## src/rtl/f_pc_unit.sv

```systemverilog
// Fetch-stage program counter: next-PC select, stall hold and fetch counter.
// Optional address-error flag F_ExcAdEL is built when F_PC_ADEL_CHECK_EN is defined.
module f_pc_unit #(
  parameter logic [31:0] PC_RESET = 32'h0000_3000,
  parameter logic [31:0] PC_HIGH  = 32'h0000_6FFC
) (
  input  logic        clk,
  input  logic        reset,
  input  logic        stall,
  input  logic [1:0]  NPCOp,
  input  logic [31:0] D_PC,
  input  logic [15:0] D_imm16,
  input  logic [25:0] D_index26,
  input  logic [31:0] D_jr_target,
  input  logic        D_br_taken,
  output logic [31:0] F_PC,
  output logic        F_valid,
`ifdef F_PC_ADEL_CHECK_EN
  output logic        F_ExcAdEL,
`endif
  output logic [31:0] F_fetch_cnt
);

  typedef enum logic [1:0] {
    NPC_SEQ    = 2'b00,
    NPC_BRANCH = 2'b01,
    NPC_JUMP   = 2'b10,
    NPC_JR     = 2'b11
  } npc_op_e;

  logic [31:0] pc_q, pc_d;
  logic [31:0] cnt_q, cnt_d;
  logic        valid_q;
  logic [31:0] seq_pc;
  logic [31:0] br_target;

  assign seq_pc    = pc_q + 32'd4;
  assign br_target = D_PC + 32'd4 + {{14{D_imm16[15]}}, D_imm16, 2'b00};

  // NOTE: every always_comb output gets a default first so no path can infer a latch.
  always_comb begin
    pc_d  = seq_pc;
    cnt_d = cnt_q + 32'd1;
    unique case (npc_op_e'(NPCOp))
      NPC_SEQ:    pc_d = seq_pc;
      NPC_BRANCH: pc_d = D_br_taken ? br_target : seq_pc;
      NPC_JUMP:   pc_d = {D_PC[31:28], D_index26, 2'b00};
      NPC_JR:     pc_d = D_jr_target;
    endcase
  end

  // NOTE: sequential state uses non-blocking assignments so all registers update together.
  always_ff @(posedge clk or posedge reset) begin
    if (reset) begin
      pc_q    <= PC_RESET;
      cnt_q   <= '0;
      valid_q <= 1'b0;
    end else begin
      valid_q <= 1'b1;
      // A stalled cycle freezes D as well, so the redirect is simply replayed later.
      if (!stall) begin
        pc_q  <= pc_d;
        cnt_q <= cnt_d;
      end
    end
  end

`ifdef F_PC_ADEL_CHECK_EN
  logic adel_q, adel_d;

  assign adel_d = (pc_d[1:0] != 2'b00) || (pc_d < PC_RESET) || (pc_d > PC_HIGH);

  // Flag tracks the value being loaded; the PC itself is never altered.
  always_ff @(posedge clk or posedge reset) begin
    if (reset) begin
      adel_q <= 1'b0;
    end else if (!stall) begin
      adel_q <= adel_d;
    end
  end

  assign F_ExcAdEL = adel_q;
`endif

  assign F_PC        = pc_q;
  assign F_valid     = valid_q;
  assign F_fetch_cnt = cnt_q;

endmodule

```

## config.mk

```make
export PLATFORM = sky130hd
export DESIGN_NAME = f_pc_unit
export DESIGN_NICKNAME = d
export VERILOG_FILES = /design/src/rtl/f_pc_unit.sv
export SDC_FILE = /design/constraint.sdc
export NUM_CORES = 1
export LEC_CHECK = 0
export BUFFER_PORTS_ARGS = -buffer_cell sky130_fd_sc_hd__buf_2
export CORE_ASPECT_RATIO = 1.25
export CORE_MARGIN = 4
export CORE_UTILIZATION = 45
export CTS_BUF_LIST = sky130_fd_sc_hd__clkbuf_4
export CTS_CLUSTER_SIZE = 8
export DETAILED_ROUTE_END_ITERATION = 16
export GPL_ROUTABILITY_DRIVEN = 0
export PLACE_DENSITY = 0.79
export RECOVER_POWER = 25
export SLEW_MARGIN = 20
export SYNTH_ARGS = -nofsm -noshare
export SYNTH_HDL_FRONTEND = slang
export SYNTH_SLANG_ARGS = --single-unit
```

## constraint.sdc

```tcl
create_clock -name clk -period 2.3 [get_ports clk]
set_clock_uncertainty 0.15 [all_clocks]
set_input_delay 0.46 -clock clk [delete_from_list [all_inputs] [get_ports clk]]
set_output_delay 0.46 -clock clk [all_outputs]
set_load 0.03 [all_outputs]
```

After elaboration in Yosys (flattened, before gate mapping)
Index checks and enable logic that the tools add are counted.
Cells by class
  multiplexer cells: 2
  add/sub/neg operators: 4
  reductions and logical operators: 1
  eq/ne operators: 3
Operator list (count)
  case mux 32 bit (4 select lines): 1
  adder 32 x 3 -> 32 bit (second input constant): 2
  adder 32 x 1 -> 32 bit (second input constant): 1
  adder 32 bit: 1
  2-to-1 mux 32 bit: 1
  == test 2 bit (second input constant): 2
  == test 2 x 1 -> 1 bit (second input constant): 1
  logical NOT 2 bit: 1
Storage, ports and cells
  word-level logic and storage cells: 13
  output and inout bits: 65
  input bits: 112
  register bits: 65

Logic depth before layout (Yosys ltp)
Gate-level depths: netlist of the first run.
  depth after elaboration: 4
  gate-level depth with buffers: 12
  depth with buffers taken out: 12

Worst setup path before layout of the first run
Ideal clock, no wire load.
  path kind: input-to-reg
  from: input D_PC[3]
  to: register pc_q[27] (netlist: F_PC[27])
  data arrival time: 2781 ps
  data required time: 2030 ps
  stages: 10
  setup slack: -751 ps
  setup time: 120 ps
  cell sequence: ha_1 > ha_1 > fa_1 > a211oi_1 > nor2_1 > o31ai_1 > nand3_1 > a31oi_1 > o41ai_1 > a31o_2
On the way
  longest elaborated chain between the ends: 4
RTL lines
  start, declared: line 11  | input logic [31:0] D_PC,
  adder 32 x 3 -> 32 bit: line 38  | assign br_target = D_PC + 32'd4 + {{14{D_imm16[15]}}, D_imm16, 2'b00};
  adder 32 bit: line 38
  2-to-1 mux 32 bit: line 46  | NPC_BRANCH: pc_d = D_br_taken ? br_target : seq_pc;
  case mux 32 bit (4 select lines): line 44  | unique case (npc_op_e'(NPCOp))
  end signal, assigned: line 62  | pc_q <= pc_d;
  end, declared: line 31  | logic [31:0] pc_q, pc_d;
No other way between the ends.
A chain may end at the register's enable or synchronous reset.

Final worst setup path of the first run
  from: input D_imm16[1]
  to: register pc_q[25] (netlist: F_PC[25])
On the way
  longest elaborated chain between the ends: 3
RTL lines
  start, declared: line 12  | input logic [15:0] D_imm16,
  adder 32 bit: line 38
  2-to-1 mux 32 bit: line 46
  case mux 32 bit (4 select lines): line 44
No other way between the ends.

==> flow_summary_export.csv, run 1 <==
group,metric,value,unit
worst_setup_path,start_kind,"primary input",
synth,yosysMostFrequentCell,"nand2_1",
synth,synthCells,729,
place,portBuffers,176,
clocking,clock_sinks,65,
clocking,htreeDepth,3,
timing,post-route-period-util,110.7,%
final_layout,drive_above_1_share,45.94,%
worst_setup_path,crit_buf_inv,1,
place,dpl.hpwl,16.02,mm
clocking,clkTransAtPathRegs,0.11,ns
detailed_routing,drtAntennaViolNets,0,
timing,fmax,392.7,MHz
worst_setup_path,crit_chain,"buf_6 -> ha_4 -> ha_4 -> fa_2 -> a211oi_4 -> nor2_2 -> o31ai_4 -> nand4_1 -> nand3_2 -> mux2_4 -> o221ai_2",
final_layout,syn_to_final_growth,50.60,%
final_layout,regArea,1630,µm²
global_route,grt_max_degree,36,
final_layout,multi_input_area,5089,µm²
floorplanning,ios,177,
clocking,cts_buffer_depth,2,
detailed_routing,wl_per_cell,17.89,µm
worst_hold_path,hold_class,"primary input to register",
worst_setup_path,cp_top_family,"adder cells",
power_and_ir_drop,power_density,535.8,nW/µm²
floorplanning,start_util,46.03,%
timing,tightest_slew,0.7706,ns
timing,post-route-min-period,2.547,ns
worst_setup_path,max_stage_delay,0.36,ns
power_and_ir_drop,p_leak,4.323,nW
timing,hold_viol_final,0,
worst_setup_path,cpMaxStageDelayCell,"fa_2",
floorplanning,die_x,112.3,µm
run_status,outcome,"finished with violations",
worst_setup_path,cp_max_fo,2,
detailed_routing,drt-pass1-iter-count,6,
worst_setup_path,cp-end-kind,"register",
run_status,violations,"negative setup slack",
synth,synth_flop_cell,"dfrtp_1",
detailed_routing,vias,6987,
job,maxCapViolations,0,
clocking,cts_tree,"built",
detailed_routing,drt_wl_total,21.38,mm
synth,yosys_warnings,0,
timing,rsz0062_at_grt,"yes",
clocking,cts_root_buf,"clkbuf_4",
final_layout,postLayoutCellArea,9213,µm²
power_and_ir_drop,max-vdd-ir-drop,0.0003487,V
clocking,clock_latency,0.42,ns
global_route,antenna_found_initial,1,
synth,syn_area_per_cell,8.391,µm²
synth,yosys.area.top_type,"dfrtp_1",
synth,yosys_register_bits,65,
synth,synth_edf_count,0,
worst_setup_path,worstPathRequired,2.49,ns
global_route,grt_usage,26.50,%
timing,final-setup-viol-count,20,
synth,ys_top_cells_by_area,"dfrtp_1 (26%), ha_1 (12%), o21ai_0 (4.7%)",
floorplanning,core_area,13290,µm²
final_layout,layout.nets,1190,
timing,fin_ws,-0.2465,ns
clocking,cts_made_buffers,9,
detailed_routing,drt-initial-drc-count,753,
detailed_routing,drc,0,
synth,ys_types,81,
floorplanning,rows,47,
timing,maxSlewHeadroom,48.63,%
place,place_area,8319,µm²
synth,synth.top_cells.by_count,"nand2_1 (74), dfrtp_1 (63), ha_1 (59)",
worst_setup_path,worstPathArrival,2.74,ns
detailed_routing,avgViaCountPerCell,5.847,
synth,syn_nets,901,
worst_setup_path,critPathKind,"primary input to register",
synth,postSynth.asyncResetShare,100.0,%
synth,synth_area,6117,µm²
synth,synth_top_area_share,25.77,%
worst_setup_path,cpMostUsedCell,"ha_4",
timing,fin_setup_tns,-3.004,ns
final_layout,fill_cells,1045,
global_route,first_global_vias,7040,
timing,slew_violations,0,
floorplanning,dieArea,15530,µm²
floorplanning,chipHeight,138.4,µm
global_route,grt-ovfl-total,0,
synth,yosysSeqAreaShare,26.63,%
global_route,grt_first_pass_wirelength,34.22,mm
## flip-flops by register name, indices dropped and copies added, names as in the netlist
signal / flops
F_PC: 32
F_fetch_cnt: 32
F_valid: 1
## per-stage QoR
step                cells  setup WS, ns  hold WS, ns  total power [mW]  utilization, %
floorplan             729       -0.4749       0.4039             2.841               -
global placement     1165       -0.7651       0.3015             3.663           62.60
detailed placement   1165       -0.8672       0.3107             3.713           62.60
CTS                  1187       -0.2760       0.1849             4.785           67.29
global route         1195       -0.2801       0.2164             5.210           69.32
finish               1195       -0.2465       0.2226             4.936           69.32
## path summary, 6_finish.rpt
kind                                             startpoint                          end  slack, ns  cells after the start
worst min-delay path                                  stall   F_fetch_cnt[3]$_DFFE_PP0N_       0.22                      4
max in group asynchronous                             reset  F_fetch_cnt[11]$_DFFE_PP0N_       0.11                      5
worst min register to register  F_fetch_cnt[31]$_DFFE_PP0N_  F_fetch_cnt[31]$_DFFE_PP0N_       0.33                      1
worst max-delay path                             D_imm16[1]         F_PC[25]$_DFFE_PP0N_      -0.25                     11
worst max register to register          F_PC[3]$_DFFE_PP0N_         F_PC[30]$_DFFE_PP0N_      -0.02                      8
min in group asynchronous                             reset         F_PC[27]$_DFFE_PP0N_       0.57                      3
## cell families after synthesis
kind of cell / Yosys count / synth area share, %
adder cells (fa/ha/maj): 60 / 12.40
AO/OA/AOI/OAI: 211 / 22.17
AND/OR/NAND/NOR: 244 / 20.43
buffers and inverters: 61 / 4.704
other: 1 / 0.06130
flip-flops: 65 / 26.63
multiplexers: 34 / 6.014
XOR/XNOR: 53 / 7.588
## repair_timing
action,in CTS,in global routing
setup buffers,5,9
hold endpoints to repair,16,0
endpoints found under the setup margin,21,26
pin swaps,50,41
hold buffers,1,0
resized for setup,72,54
## metal layers
metal / vias up / wire length, µm / track usage [%] / share of wire [%]
li1: 3281 / - / - / -
met1: 3251 / 8476 / 33.24 / 40
met2: 375 / 10450 / 44.96 / 49
met3: 80 / 1635 / 4.196 / 7.6
met4: 0 / 816 / 11.33 / 3.8
met5: - / 0 / 0 / 0
## layout by cell type, fill, tap and decap left out, types with 9 or more instances in the layout
cell type,synthesis,routed
a21o_1,11,11
a21oi_1,54,41
a21oi_2,2,11
a31oi_1,10,9
and3_1,23,21
buf_2,6,169
buf_4,2,121
buf_6,4,16
clkbuf_4,1,9
dfrtp_1,63,62
ha_1,59,21
ha_4,0,37
inv_1,27,23
mux2_2,22,19
mux2i_1,12,12
nand2_1,74,70
nand3_1,33,26
nand4_1,13,13
nor2_1,51,46
o21ai_0,58,39
o21ai_1,3,13
xnor2_1,31,28
xor2_1,22,22
## final cells by class
type / instances / area share [%]
Multi-Input combinational cell: 603 / 55.24
Timing Repair Buffer: 312 / 21.85
Sequential cell: 65 / 17.70
Tap cell: 171 / 2.322
Inverter: 27 / 1.100
Clock inverter: 7 / 1.032
Clock buffer: 9 / 0.7334
Antenna cell: 1 / 0.02716
## report_power, final
group / total (mW) / switching [mW] / internal [mW]
Sequential: 1.47 / 0.172 / 1.30
Combinational: 2.58 / 1.43 / 1.15
Clock: 0.890 / 0.452 / 0.438
Total: 4.94 / 2.05 / 2.88
## worst min-delay path, delay by kind of cell
kind	cells	cell delay, ns
and+or+nand+nor	2	0.15
buffers and inverters	1	0.09
xor gates and xnor gates	1	0.06
Note: power is estimated with default switching activity, not from simulation.
==> run 2: changes to the inputs <==
Settings changed: ABC_AREA from default to 1, PLACE_DENSITY 0.79 to 0.72.
==> run 2 against run 1 <==
The run now ends clean. Sequential power grew 3%. Clock-buffer cell count is the same. First-iteration DRC count shrank 24%. Register-to-register slack gained 0.19 ns. Fmax grew 17%. Synthesized cell count grew 57%. Final cell count grew 34%. Critical endpoint is now F_PC[12]$_DFFE_PP1N_.
==> flow_summary_export.csv, run 2 <==
group,metric,value,unit
run_status,outcome,"complete, no violations",
final_layout,layout_common_cells,"nand2_1 (376), inv_1 (209), buf_2 (175)",
floorplanning,rows,50,
worst_setup_path,r2r_slack,0.17,ns
synth,synthMuxAreaShare,0,%
synth,synth_top_area_share,22.45,%
job,maxCapViolations,0,
timing,final-setup-viol-count,0,
timing,fmax,460.0,MHz
detailed_routing,drc,0,
worst_setup_path,cp_top_family,"simple AND/OR/NAND/NOR gates",
timing,maxSlewHeadroom,45.43,%
global_route,grt_first_pass_wirelength,36.47,mm
place,post-place-ws,-0.3906,ns
synth,synth_flop_cell,"dfrtp_1",
detailed_routing,drtAntennaViolNets,0,
floorplanning,die_x,119.7,µm
worst_hold_path,hold_class,"primary input to register",
timing,rsz0062_at_grt,"yes",
floorplanning,ios,177,
worst_setup_path,worstPathRequired,2.52,ns
detailed_routing,drt_wl_total,22.45,mm
synth,synthCells,1148,
worst_setup_path,start_kind,"primary input",
worst_setup_path,crit_buf_inv,2,
synth,yosysMostFrequentCell,"nand2_1",
final_layout,finish.utilization,59.72,%
floorplanning,dieArea,17680,µm²
worst_setup_path,critPathKind,"primary input to register",
detailed_routing,vias,7980,
worst_setup_path,cpMaxStageDelayCell,"ha_1",
global_route,first_global_vias,7732,
clocking,htreeDepth,3,
synth,synth.top_cells.by_count,"nand2_1 (380), inv_1 (210), nor2_1 (94)",
place,place_area,8660,µm²
timing,fin_ws,0.1262,ns
synth,ys_top_cells_by_area,"dfrtp_1 (22%), nand2_1 (20%), inv_1 (11%)",
synth,synth_top_family_by_area,"simple AND/OR/NAND/NOR gates",
timing,post-route-min-period,2.174,ns
synth,yosys.area_share.xor_xnor,4.865,%
synth,yosys.area_share.simple,39.34,%
synth,yosys_warnings,0,
worst_setup_path,crit_chain,"buf_2 -> ha_1 -> ha_4 -> nand2_1 -> nand2_1 -> nand2_1 -> nand2_1 -> nand3b_1 -> a21oi_1 -> o21ai_1 -> nand3b_1 -> o21ai_0 -> inv_1",
timing,post-route-period-util,94.51,%
clocking,clkTransAtPathRegs,0.10,ns
synth,ys_types,45,
final_layout,drive_above_1_share,23.54,%
synth,synth-adder-area-share,10.80,%
clocking,cts_setup_buffers,0,
clocking,cts_made_buffers,9,
floorplanning,chipHeight,147.7,µm
timing,slew_violations,0,
synth,syn_area_per_cell,6.116,µm²
detailed_routing,wl_per_cell,14.06,µm
final_layout,layout.nets,1558,
final_layout,layout.cells.most_common,"nand2_1",
synth,yosys.area.top_type,"dfrtp_1",
detailed_routing,avgViaCountPerCell,4.997,
worst_setup_path,cpMostUsedCell,"nand2_1",
synth,yosys_register_bits,65,
floorplanning,start_util,46.38,%
final_layout,postLayoutCellArea,9041,µm²
clocking,cts_buffer_depth,2,
worst_setup_path,cp_max_fo,4,
synth,synth_compound_area_share,9.248,%
synth,syn_nets,1320,
synth,synth_area,7022,µm²
synth,yosysSeqAreaShare,23.20,%
power_and_ir_drop,p_leak,5.164,nW
global_route,grt-ovfl-total,0,
timing,whs,0.1775,ns
worst_setup_path,max_stage_delay,0.33,ns
global_route,antenna_found_initial,0,
place,dpl.hpwl,18.49,mm
global_route,grt_usage,25.11,%
clocking,cts_tree,"built",
synth,postSynth.asyncResetShare,100.0,%
timing,fin_setup_tns,0,ns
place,portBuffers,176,
timing,tightest_slew,0.8186,ns
timing,hold_viol_final,0,
power_and_ir_drop,max-vdd-ir-drop,0.0005696,V
detailed_routing,drt-pass1-iter-count,7,
power_and_ir_drop,power_density,503.5,nW/µm²
final_layout,num_antenna_cells,0,
clocking,clock_sinks,65,
floorplanning,core_area,15140,µm²
synth,synth_edf_count,0,
worst_setup_path,worstPathArrival,2.39,ns
final_layout,syn_to_final_growth,28.76,%
global_route,grt_max_degree,45,
clocking,clock_latency,0.43,ns
worst_setup_path,cp-end-kind,"register",
detailed_routing,drt-initial-drc-count,575,
clocking,cts_root_buf,"clkbuf_4",
## run 2: cell types whose count changed in the layout (fill, tap and decap cells not counted), moves of 16 or more
cell | before | now
inv_1 | 23 | 209
ha_4 | 37 | 15
mux2_2 | 19 | 0
a22o_1 | 1 | 17
nand3_1 | 26 | 82
nor2_1 | 46 | 82
ha_1 | 21 | 44
buf_6 | 16 | 0
buf_4 | 121 | 63
and3_1 | 21 | 0
nand2_1 | 70 | 376
## run 2: cell families (layout without fill, tap and decap cells)
group	after synthesis	count (layout)
flip-flops	65	65
other	1	1
adder cells (fa/ha/maj)	60	60
XOR/XNOR	39	39
AO/OA/AOI/OAI	108	108
AND/OR/NAND/NOR	644	644
buffers and inverters	231	472
## run 2: per-layer routing
layer  share of wire [%]  track usage, %  vias to the layer above  wire length (µm)
met5                   0               0                        -                 0
met1                  41           30.34                     3562              9269
met4                 3.0           9.513                        0               676
li1                    -               -                     4092                 -
met2                  49           44.00                      272             11030
met3                 6.6           4.937                       54              1472
## run 2: area by class of cell
cell class | instances | area [µm²]
sequential | 65 | 1629
clock inverter | 5 | 72.57
timing repair buffer | 244 | 1398
multi-input combinational | 852 | 4811
tap | 208 | 260.3
inverter | 214 | 803.3
fill | 1566 | 6098
clock buffer | 9 | 67.56
## run 2: what timing repair did
item	in CTS	in global routing
hold endpoints to repair	10	0
resized for setup	0	42
hold buffers	1	0
setup endpoints to repair	0	15
## run 2: path summary, 6_finish.rpt
| path | start | to | cells after the start |
|---|---|---|---|
| setup / recovery | D_PC[9] | F_PC[12]$_DFFE_PP1N_ | 13 |
| hold / removal | D_PC[1] | F_PC[1]$_DFFE_PP0P_ | 3 |
| setup reg to reg | F_PC[2]$_DFFE_PP0N_ | F_PC[27]$_DFFE_PP0N_ | 11 |
| hold reg to reg | F_fetch_cnt[14]$_DFFE_PP0N_ | F_fetch_cnt[14]$_DFFE_PP0N_ | 1 |
| max in group asynchronous | reset | F_fetch_cnt[14]$_DFFE_PP0N_ | 4 |
| min in group asynchronous | reset | F_PC[11]$_DFFE_PP0N_ | 3 |
## run 2: through the flow
step / instances / power [mW]
finish: 1597 / 4.552
floorplan: 1148 / 2.814
CTS: 1597 / 4.474
detailed placement: 1582 / 3.622
global placement: 1582 / 3.595
global route: 1597 / 4.907
## run 2: tightest hold or removal path: cells and delay by family
family / cells / cell delay, ns
AO/OA/AOI/OAI: 2 / 0.19
buffers and inverters: 1 / 0.07
## run 2: power by group
| part | internal, mW | switching (mW) | leakage [nW] |
|---|---|---|---|
| Sequential | 1.29 | 0.217 | 0.794 |
| Clock | 0.420 | 0.417 | 0.0767 |
| Combinational | 0.852 | 1.36 | 4.29 |
